File: src/rtl/ram_chk_pkg.sv
// Shared constants and FSM state type for the RAM read checker.
// Holds data/address widths, RAM depth, counter width and state_t.
package ram_chk_pkg;

    localparam int DATA_W = 8;
    localparam int ADDR_W = 5;
    localparam int DEPTH  = 32;
    localparam int CNT_W  = 16;

    typedef enum logic [1:0] {
        IDLE   = 2'd0,
        WRITE  = 2'd1,
        READ   = 2'd2,
        REPORT = 2'd3
    } state_t;

    // True for the highest RAM address, which closes a read round.
    function automatic logic is_last(input logic [ADDR_W-1:0] a);
        return a == ADDR_W'(DEPTH - 1);
    endfunction

endpackage

File: src/rtl/ram_rd_check_sat_cnt.sv
// Saturating up-counter: holds at all-ones, clr has priority over inc.
// Ports: clk, rst_n, inc, clr, cnt[W-1:0].
module sat_cnt #(
    parameter int W = 16
) (
    input  logic         clk,
    input  logic         rst_n,
    input  logic         inc,
    input  logic         clr,
    output logic [W-1:0] cnt
);

    always_ff @(posedge clk or negedge rst_n) begin
        if (!rst_n) begin
            cnt <= '0;
        end else if (clr) begin
            cnt <= '0;
        end else if (inc && (cnt != {W{1'b1}})) begin
            cnt <= cnt + W'(1);
        end
    end

endmodule

File: src/rtl/ram_rd_check.sv
// Checks RAM read data against a shadow copy of everything written.
// Ports: clk, rst_n, ram_en/ram_we/addr/ram_wr_data/ram_rd_data in;
// rd_vld/rd_addr/rd_data, mismatch, err_cnt, round_done/round_ok,
// pass_cnt out. Define ERR_CAPTURE_EN to add first_err_addr and
// first_err_data, which latch the first failed compare after reset.
module ram_rd_check
    import ram_chk_pkg::*;
(
    input  logic              clk,
    input  logic              rst_n,
    input  logic              ram_en,
    input  logic              ram_we,
    input  logic [ADDR_W-1:0] addr,
    input  logic [DATA_W-1:0] ram_wr_data,
    input  logic [DATA_W-1:0] ram_rd_data,
    output logic              rd_vld,
    output logic [ADDR_W-1:0] rd_addr,
    output logic [DATA_W-1:0] rd_data,
    output logic              mismatch,
    output logic [CNT_W-1:0]  err_cnt,
    output logic              round_done,
    output logic              round_ok,
    output logic [CNT_W-1:0]  pass_cnt
`ifdef ERR_CAPTURE_EN
    ,
    output logic [ADDR_W-1:0] first_err_addr,
    output logic [DATA_W-1:0] first_err_data
`endif
);

    logic [DATA_W-1:0] shadow [DEPTH];
    logic [DEPTH-1:0]  wr_flag;

    logic              s1_vld;
    logic [ADDR_W-1:0] s1_addr;

    state_t state, state_d;

    logic wr_req, rd_req;
    logic cmp_fail;
    logic last_cmp;
    logic abort, abort_q;
    logic wr_entry;
    logic round_err;

    assign wr_req = ram_en & ram_we;
    assign rd_req = ram_en & ~ram_we;

    // Shadow and flag are read before this cycle's write lands, so a
    // same-cycle write to s1_addr never changes the expected value.
    assign cmp_fail = s1_vld &
                      (~wr_flag[s1_addr] |
                       (ram_rd_data != shadow[s1_addr]));

    assign last_cmp = s1_vld & is_last(s1_addr);

    always_ff @(posedge clk) begin
        if (wr_req) begin
            shadow[addr] <= ram_wr_data;
        end
    end

    always_ff @(posedge clk or negedge rst_n) begin
        if (!rst_n) begin
            wr_flag <= '0;
        end else if (wr_req) begin
            wr_flag[addr] <= 1'b1;
        end
    end

    always_ff @(posedge clk or negedge rst_n) begin
        if (!rst_n) begin
            s1_vld  <= 1'b0;
            s1_addr <= '0;
        end else begin
            s1_vld <= rd_req;
            if (rd_req) begin
                s1_addr <= addr;
            end
        end
    end

    always_ff @(posedge clk or negedge rst_n) begin
        if (!rst_n) begin
            rd_vld   <= 1'b0;
            rd_addr  <= '0;
            rd_data  <= '0;
            mismatch <= 1'b0;
        end else begin
            rd_vld   <= s1_vld;
            mismatch <= cmp_fail;
            if (s1_vld) begin
                rd_addr <= s1_addr;
                rd_data <= ram_rd_data;
            end
        end
    end

    sat_cnt #(.W(CNT_W)) u_err_cnt (
        .clk   (clk),
        .rst_n (rst_n),
        .inc   (cmp_fail),
        .clr   (1'b0),
        .cnt   (err_cnt)
    );

    sat_cnt #(.W(CNT_W)) u_pass_cnt (
        .clk   (clk),
        .rst_n (rst_n),
        .inc   (round_done & round_ok),
        .clr   (1'b0),
        .cnt   (pass_cnt)
    );

    always_ff @(posedge clk or negedge rst_n) begin
        if (!rst_n) begin
            state <= IDLE;
        end else begin
            state <= state_d;
        end
    end

    // A write while reading aborts the round in favour of a new one.
    always_comb begin
        state_d = state;
        abort   = 1'b0;
        unique case (state)
            IDLE: begin
                if (wr_req) state_d = WRITE;
            end
            WRITE: begin
                if (rd_req) state_d = READ;
            end
            READ: begin
                if (wr_req) begin
                    state_d = WRITE;
                    abort   = 1'b1;
                end else if (last_cmp) begin
                    state_d = REPORT;
                end
            end
            REPORT: begin
                state_d = wr_req ? WRITE : IDLE;
            end
            default: state_d = IDLE;
        endcase
    end

    assign wr_entry = (state_d == WRITE) && (state != WRITE);

    always_ff @(posedge clk or negedge rst_n) begin
        if (!rst_n) begin
            round_err <= 1'b0;
        end else if (wr_entry) begin
            round_err <= 1'b0;
        end else if ((state == READ) && cmp_fail) begin
            round_err <= 1'b1;
        end
    end

    always_ff @(posedge clk or negedge rst_n) begin
        if (!rst_n) begin
            abort_q <= 1'b0;
        end else begin
            abort_q <= abort;
        end
    end

    // An aborted round reports once, always as failed.
    assign round_done = (state == REPORT) | abort_q;
    assign round_ok   = (state == REPORT) & ~round_err;

`ifdef ERR_CAPTURE_EN
    logic captured;

    always_ff @(posedge clk or negedge rst_n) begin
        if (!rst_n) begin
            captured       <= 1'b0;
            first_err_addr <= '0;
            first_err_data <= '0;
        end else if (cmp_fail && !captured) begin
            captured       <= 1'b1;
            first_err_addr <= s1_addr;
            first_err_data <= ram_rd_data;
        end
    end
`endif

endmodule
File: config.mk
export PLATFORM = sky130hd
export DESIGN_NAME = ram_rd_check
export DESIGN_NICKNAME = d
export VERILOG_FILES = /design/src/rtl/ram_chk_pkg.sv /design/src/rtl/ram_rd_check_sat_cnt.sv /design/src/rtl/ram_rd_check.sv
export SDC_FILE = /design/constraint.sdc
export NUM_CORES = 1
export LEC_CHECK = 0
export ABC_AREA = 1
export BUFFER_PORTS_ARGS = -buffer_cell sky130_fd_sc_hd__buf_2
export CORE_MARGIN = 5
export CORE_UTILIZATION = 50
export CTS_CLUSTER_SIZE = 24
export DETAILED_ROUTE_END_ITERATION = 16
export PLACE_DENSITY = 0.67
export SLEW_MARGIN = 20
export SYNTH_ARGS = -nofsm -noshare
export SYNTH_HDL_FRONTEND = slang
export SYNTH_SLANG_ARGS = --single-unit
export TNS_END_PERCENT = 50
File: constraint.sdc
create_clock -name clk -period 6 [get_ports clk]
set_input_delay 0.6 -clock clk [delete_from_list [all_inputs] [get_ports clk]]
set_output_delay 0.6 -clock clk [all_outputs]
set_load 0.03 [all_outputs]
==> results of run 1 <==
[worst min path at each step]
stage                                endpoint  slack, ns  cells after the start
2_1_floorplan               abort_q$_DFF_PN0_       0.30                      0
3_3_place_gp           wr_flag[1]$_DFFE_PN0N_       0.44                      2
3_5_place_dp          wr_flag[27]$_DFFE_PN0N_       0.45                      2
4_1_cts         u_pass_cnt.cnt[8]$_DFFE_PN0P_       0.12                      1
5_1_grt        u_pass_cnt.cnt[11]$_DFFE_PN0P_       0.16                      1
6_report        u_pass_cnt.cnt[8]$_DFFE_PN0P_       0.10                      1
[Yosys cell counts]
| library cell | instances |
|---|---|
| nand2_4 | 1 |
| a21oi_1 | 10 |
| xnor2_1 | 9 |
| nand3_1 | 261 |
| a21boi_0 | 1 |
| o21a_1 | 1 |
| nand2_1 | 425 |
| buf_6 | 10 |
| buf_4 | 4 |
| nand3_4 | 1 |
| clkinv_1 | 1 |
| nor2_2 | 2 |
| buf_1 | 10 |
| o21ai_0 | 31 |
| mux2_2 | 8 |
| nand3b_1 | 3 |
| nand4_1 | 20 |
| dfrtp_1 | 89 |
| nor2_1 | 57 |
| buf_2 | 26 |
| inv_2 | 2 |
| xor2_1 | 23 |
| o221ai_1 | 1 |
| edfxtp_1 | 256 |
| or2_2 | 9 |
| nor4_1 | 3 |
| ha_1 | 2 |
| inv_1 | 60 |
| nor3_1 | 7 |
| o211ai_1 | 7 |
| clkbuf_1 | 22 |
[cell families after synthesis]
| logic type | count (synthesis) | share of synthesized area [%] |
|---|---|---|
| fa+ha+maj | 2 | 0.1710 |
| buf+inv | 135 | 4.300 |
| simple gates | 789 | 23.33 |
| flops | 345 | 67.74 |
| xor+xnor | 32 | 1.915 |
| mux | 8 | 0.6156 |
| compound gates | 51 | 1.924 |
[area by class of cell]
type	count	area, um2
clock buffer	52	1025
multi-input combinational	882	4091
tap	384	480.5
inverter	63	239.0
clock inverter	16	180.2
fill	2436	12390
timing repair buffer	84	450.4
sequential	345	9920
[placed cells by master, fill, tap and decap left out, types with 13 or more instances in the layout]
cell type and count:
edfxtp_1 256, buf_2 72, o21ai_0 31, dfrtp_1 87
nand3_1 261, clkbuf_1 13, clkbuf_16 39, xor2_1 23
nand4_1 20, inv_1 60, nor2_1 57, nand2_1 425
[registers in the layout, indices dropped and copies added, names as in the netlist]
signal          count
round_err           1
shadow            256
state               2
wr_flag            32
s1_vld              1
u_err_cnt.cnt      16
rd_addr             5
s1_addr             5
mismatch            1
rd_data             8
rd_vld              1
u_pass_cnt.cnt     16
abort_q             1
[where the power goes]
group	internal (W)	leakage, nW	switching (W)
Combinational	0.000217	2.66	0.000547
Sequential	0.00264	3.35	0.0000705
Clock	0.00137	0.585	0.000892
[layer usage]
layer | part of all wire [%] | global-route usage, % | vias to the layer above
li1 | - | - | 4755
met1 | 43 | 29.32 | 4787
met2 | 48 | 34.41 | 370
met3 | 7.6 | 3.559 | 53
met4 | 2.1 | 5.404 | 0
met5 | 0 | 0 | -
[stage by stage]
stage,instance area [um2],setup slack [ns]
CTS,16390,2.352
finish,16390,2.281
detailed placement,15180,2.384
global placement,15180,2.430
global route,16390,1.948
floorplan,14640,3.655
[worst max-delay path, cell delays in order, from the launching register on]
cell and delay (ns):
dfrtp_4 0.65, inv_4 0.80, buf_4 0.40, nand2_1 0.08
nand3_1 0.08, nand3_1 0.15, nand2_1 0.13, nand2_1 0.08
nand3_1 0.15, nand2_1 0.07, a21oi_1 0.13, nand3_1 0.10
nor2_2 0.17, nand2_4 0.19, nand3_4 0.21, nand2_1 0.10
nand2_1 0.07
==> impl_results.md, run 1 <==
- Post-route insts no fill: 1826
- Antenna violations before repair: 0
- Outcome: completed
- Post-synthesis net count: roughly 1400
- Area contributors post-synth: edfxtp_1 (53%), dfrtp_1 (15%), nand2_1 (11%)
- Number of detailed-route iterations in the first pass: 5
- Worst reg2reg setup slack: 2.28 ns
- CTS Root Cell: clkbuf_16
- Yosys warning total: 0
- Crit-path max FO: 98
- Vias: 9965
- Slew headroom: 29.23%
- Critical path type: flip-flop to flip-flop
- Final Util: 56.93%
- Gp weighted congestion: slightly below 0.9
- Clk buf depth: 3
- Antenna diodes: 0
- Pleak: 6.594 nW
- Peak supply drop: 0.0001901 V
- Max_cap viols: 0
- H-tree levels: 2
- Vias in the first global route: approximately 9700
- Pins Over Slew Limit: 0
- Core Rows: 62
- Die Area: 0.03279 mm2
- Register area share after synthesis: 67.74%
- Fin crit period: 3.719 ns
- Seq cells post-synth: around 350
- RSZ-0062 raised after global routing: no
- DRC viols: 0
- Post-cts sizing count: 0
- R2R depth: 16
- # setup viols final: 0
- Worst r2r src: s1_addr[0]$_DFFE_PN0P_
- Cells after DPL: 1758
- Ports: 74
- Hold-fix buffers, CTS: 0
- Post-Route Skew: 0.009895 ns
- TritonCTS Buffers: 37
- Final worst path period share: 61.98%
- Total core area: 0.02878 mm2
- Crit end category: flip-flop
- Post-synthesis cell count: 1362
- Layout Nets: roughly 1400
- Wirelength per Cell: 19.06 um
- Synthesized area per cell: 10.75 um2
- Global-route wire length before repair: around 55000 um
- Fin. Hold Viols: 0
- Critical R2R Capture: u_err_cnt.cnt[0]$_DFFE_PN0P_
- Clock Latency Late Sink: 0.51 ns
- CP startpoint kind: flip-flop
- Most area-hungry cell type in the Yosys netlist: edfxtp_1
- End of the critical path: u_err_cnt.cnt[0]$_DFFE_PN0P_
- Final hold slack: 0.1037 ns
- Setup bufs post-CTS: 0
- Largest net degree at the start of global routing: 99
- Cell area after synthesis: 0.01464 mm2
- Initial Util: between 50% and 60%
- Layout cells sized above 1: roughly 11%
- Post-synth cell types: 31
- Req. time, crit path: 6.45 ns
- Worst slew pin tran: about 1.1 ns
- GRT Total Usage: 20.94%
- TritonCTS clock tree: done
- Sinks on Clock Net: 345
- Number of port buffers: 73
- Overall power consumption: 0.005733 W
- Max Clk Rate: roughly 270 MHz
- Pwr Density: 349.9 mW/mm2
- Post-route antenna net violation count: 0
- Hold Crit Class: input pin to async pin
- Arr. time, crit path: 4.16 ns
- Clk pin slew, worst setup/hold paths: 0.06 ns
- Area growth, synth to finish: 11.96%
- DR vias/cell: 5.457
- CP startpoint: s1_addr[0]$_DFFE_PN0P_
- Yosys top cell area share: between 50% and 60%
- Die width: between 150 and 200 um
- Setup TNS: 0 ns
- Initial DRC Count: 966
- Die height: roughly 180 um
- Grt total ovfl: 0
- HPWL after DPL: 20890 um
- Post-Route WL: about 35000 um
Note: power is estimated with default switching activity, not from simulation.
==> run 2: changes to the inputs <==
Settings changed: ABC_AREA 1 to 0.
Clock period 6 ns to 3.7 ns, I/O delays scaled along.
==> impl_results.md, run 2 <==
- Most frequent cell on the critical path: mux4_2 (was nand2_1)
- Biggest register: shadow (unchanged)
- Clock Latency Late Sink: 0.53 ns (was 0.51 ns)
- H-tree levels: 2 (unchanged)
- Initial DRC Count: 623 (was 966)
- Crit end category: flip-flop (unchanged)
- Crit-path max FO: 15 (was 98)
- RSZ-0062 raised after global routing: no (unchanged)
- Synth cell count leaders: edfxtp_1 (256), dfrtp_1 (89), mux4_2 (57) (was nand2_1 (425), nand3_1 (261), edfxtp_1 (256))
- Max Clk Rate: 286.9 MHz (was 268.9 MHz)
- Pins Over Slew Limit: 0 (unchanged)
- Fin. Hold Viols: 0 (unchanged)
- Ports: 74 (unchanged)
- Design area: 0.01606 mm2 (was 0.01639 mm2)
- Hold Crit Class: input pin to flip-flop (was input pin to async pin)
- Delay-heaviest family, CP: multiplexers (was simple AND/OR/NAND/NOR gates)
- FILL cells: 1948 (was 2436)
- Sinks on Clock Net: 345 (unchanged)
- Number of port buffers: 73 (unchanged)
- TritonCTS clock tree: done (unchanged)
- # setup viols final: 0 (unchanged)
- GRT Total Usage: 20.57% (was 20.94%)
- Cells after DPL: 1207 (was 1758)
- Antenna diodes: 0 (unchanged)
- Slowest CP cell: mux4_2 (was inv_4)
- Post-synthesis net count: 811 (was 1389)
- Clk buf depth: 3 (unchanged)
- Post-synthesis cell count: 784 (was 1362)
- Outcome: completed (unchanged)
- Setup TNS: 0 ns (unchanged)
- Post-Route WL: 31500 um (was 34800 um)
- DRC viols: 0 (unchanged)
- Number of synthesized flops with an enable pin: 256 (unchanged)
- Pwr Density: 589.7 mW/mm2 (was 349.9 mW/mm2)
- Number of detailed-route iterations in the first pass: 5 (unchanged)
- Clk pin slew, worst setup/hold paths: 0.06 ns (about the same)
- Critical R2R Capture: u_err_cnt.cnt[1]$_DFFE_PN0P_ (was u_err_cnt.cnt[0]$_DFFE_PN0P_)
- Yosys top cell area share: 55.73% (was 52.53%)
- Global-route wire length before repair: 47840 um (was 54680 um)
- Die Area: 0.03101 mm2 (was 0.03279 mm2)
- Async set-or-reset flop fraction in the synthesized netlist: 25.80% (unchanged)
- Hold Crit Endpoint: state[1]$_DFF_PN0_
- Most common cell after layout, fill and taps aside: edfxtp_1 (was nand2_1)
- Worst reg2reg setup slack: 0.21 ns (was 2.28 ns)
- Total core area: 0.02703 mm2 (was 0.02878 mm2)
- Gp weighted congestion: 0.8275 (was 0.8887)
- Area contributors post-synth: edfxtp_1 (56%), dfrtp_1 (16%), mux4_2 (9.3%) (was edfxtp_1 (53%), dfrtp_1 (15%), nand2_1 (11%))
- Critical path type: flip-flop to flip-flop (unchanged)
- Req. time, crit path: 4.10 ns (was 6.45 ns)
- CP startpoint kind: flip-flop (unchanged)
- Vias in the first global route: 7680 (was 9722)
- Area growth, synth to finish: 16.43% (was 11.96%)
- Layout Nets: 932 (was 1440)
- Peak supply drop: 0.0002861 V (was 0.0001901 V)
- Pleak: 6.047 nW (was 6.594 nW)
- HPWL after DPL: 20380 um (was 20890 um)
- CTS Root Cell: clkbuf_16 (unchanged)
- Fin crit period: 3.486 ns (was 3.719 ns)
- Max_cap viols: 0 (unchanged)
- Worst Min Path Start: ram_we
- Core Rows: 60 (was 62)
- Cell area after synthesis: 0.01379 mm2 (was 0.01464 mm2)
- Post-synth cell types: 46 (was 31)
- Regs by FF count: shadow (256), wr_flag (32) (unchanged)
- Wirelength per Cell: 24.75 um (was 19.06 um)
- Post-route insts no fill: 1273 (was 1826)
- Worst r2r src: s1_addr[0]$_DFFE_PN0P_ (unchanged)
- Delay of the slowest cell on the worst path: 0.52 ns (was 0.80 ns)
- Crit-path cells: buf_12 > mux4_2 > mux4_2 > mux2i_1 > xor2_1 > nand4_1 > o41ai_4 > inv_2 > nand2_1 > mux2_1 (was inv_4 > buf_4 > nand2_1 > nand3_1 > nand3_1 > nand2_1 > nand2_1 > nand3_1 > nand2_1 > a21oi_1 > nand3_1 > nor2_2 > nand2_4 > nand3_4 > nand2_1 > nand2_1)
- Largest net degree at the start of global routing: 60 (was 99)
- Arr. time, crit path: 3.89 ns (was 4.16 ns)
- Area post-placement: 0.01481 mm2 (was 0.01518 mm2)
- Initial Util: 51.04% (was 50.85%)
- Register area share after synthesis: 71.88% (was 67.74%)
- Post-Route Skew: 0.01119 ns (was 0.009895 ns)
- Die width: 176.1 um (was 181.1 um)
- Yosys warning total: 0 (unchanged)
- Worst slew pin tran: 1.156 ns (was 1.062 ns)
- Most area-hungry cell type in the Yosys netlist: edfxtp_1 (unchanged)
- Layout cells sized above 1: 31.87% (was 11.03%)
- Seq cells post-synth: 345 (unchanged)
- DR vias/cell: 5.907 (was 5.457)
- Number of flip-flops in the largest register: 256 (unchanged)
- Slew headroom: 22.68% (was 29.23%)
- Antenna violations before repair: 1 (was 0)
- Most frequent cells in the layout: edfxtp_1 (256), dfrtp_1 (86), buf_2 (72) (was nand2_1 (425), nand3_1 (261), edfxtp_1 (256))
- Synthesized area per cell: 17.59 um2 (was 10.75 um2)
- Count leader, synth: edfxtp_1 (was nand2_1)
- Post-route antenna net violation count: 0 (unchanged)
- Vias: 7520 (was 9965)
- Final worst path period share: 94.22% (was 61.98%)
- TritonCTS Buffers: 36 (was 37)
- Grt total ovfl: 0 (unchanged)
- Worst hold stages: 2
- Synth Flop Type: edfxtp_1 (unchanged)
- Buf+Inv Stages, Crit Path: 2 (unchanged)
- Die height: 176.1 um (was 181.1 um)
- R2R depth: 10 (was 16)
[run 2: cell count changes in the layout (fill, tap and decap cells not counted), moves of 13 or more]
cell / change
or2_2: +24
xnor2_1: +13
mux2i_1: +48
nand3_1: -237
nor2_1: -14
mux4_2: +57
a22oi_1: +17
inv_1: -55
o21ai_0: -27
mux2_2: +19
buf_4: +31
and3_1: +14
nand2_1: -405
[run 2: worst max-delay path by stage]
stage,from,end,slack [ns],depth (start not counted)
6_report,s1_addr[0]$_DFFE_PN0P_,u_err_cnt.cnt[1]$_DFFE_PN0P_,0.21,10
5_1_grt,s1_addr[0]$_DFFE_PN0P_,u_err_cnt.cnt[1]$_DFFE_PN0P_,0.04,10
4_1_cts,s1_addr[0]$_DFFE_PN0P_,u_err_cnt.cnt[1]$_DFFE_PN0P_,0.1,10
3_5_place_dp,s1_addr[0]$_DFFE_PN0P_,u_err_cnt.cnt[1]$_DFFE_PN0P_,0.14,10
3_3_place_gp,s1_addr[0]$_DFFE_PN0P_,u_err_cnt.cnt[1]$_DFFE_PN0P_,0.22,10
2_1_floorplan,s1_addr[1]$_DFFE_PN0P_,u_err_cnt.cnt[1]$_DFFE_PN0P_,0.52,11
[run 2: report_power, final]
| part | internal, W | switching (W) | leakage, nW |
|---|---|---|---|
| registers | 0.00434 | 0.000168 | 3.44 |
| logic | 0.000584 | 0.000717 | 2.01 |
| clock network | 0.00222 | 0.00144 | 0.598 |
| total | 0.00714 | 0.00233 | 6.05 |
[run 2: layer usage]
metal	wire, um	vias up	GRT usage, %	part of all wire, %
li1	-	3286	-	-
met1	13170	3889	28.54	42
met2	15480	278	33.47	49
met3	1994	65	3.640	6.3
met4	847	2	6.823	2.7
met5	13	-	0	0.041
[run 2: per-stage QoR]
stage	power (W)	util, %	hold WS [ns]	setup slack, ns
after floorplan	0.005415	-	0.07441	0.5233
after global placement	0.005845	54.80	0.4463	0.2221
after detailed placement	0.005886	54.80	0.4488	0.1384
after CTS	0.009528	59.34	0.05938	0.09510
after global routing	0.009804	59.42	0.08436	0.04302
final	0.009470	59.42	0.08628	0.2140
[run 2: repair_timing]
| action | in CTS | in global routing |
|---|---|---|
| setup buffers | 0 | 0 |
| hold buffers | 1 | 0 |
| hold endpoints to repair | 58 | 0 |
| gates resized for setup | 0 | 2 |
| setup endpoints to repair | 0 | 5 |
[run 2: area by class of cell]
cell class | instances | area, um2 | area share (%)
repair buffers | 120 | 764.5 | 4.760
inverters | 6 | 22.52 | 0.1402
clock buffers | 48 | 1055 | 6.568
well taps | 341 | 426.7 | 2.657
flip-flops and latches | 345 | 9921 | 61.78
multi-input cells | 396 | 3709 | 23.09
clock inverters | 17 | 161.4 | 1.005
[run 2: cell families after synthesis]
kind of cell,count (synthesis),synth area share [%]
xor+xnor,34,2.159
fa+ha+maj,2,0.1814
flops,345,71.88
compound gates,45,2.422
buf+inv,43,1.370
simple gates,181,6.831
mux,134,15.16
[run 2: worst register-to-register path, cell delays in order, from the launching register on]
cell,delay [ns]
dfrtp_4,0.49
buf_12,0.19
mux4_2,0.52
mux4_2,0.52
mux2i_1,0.23
xor2_1,0.19
nand4_1,0.22
o41ai_4,0.46
inv_2,0.09
nand2_1,0.11
mux2_1,0.34
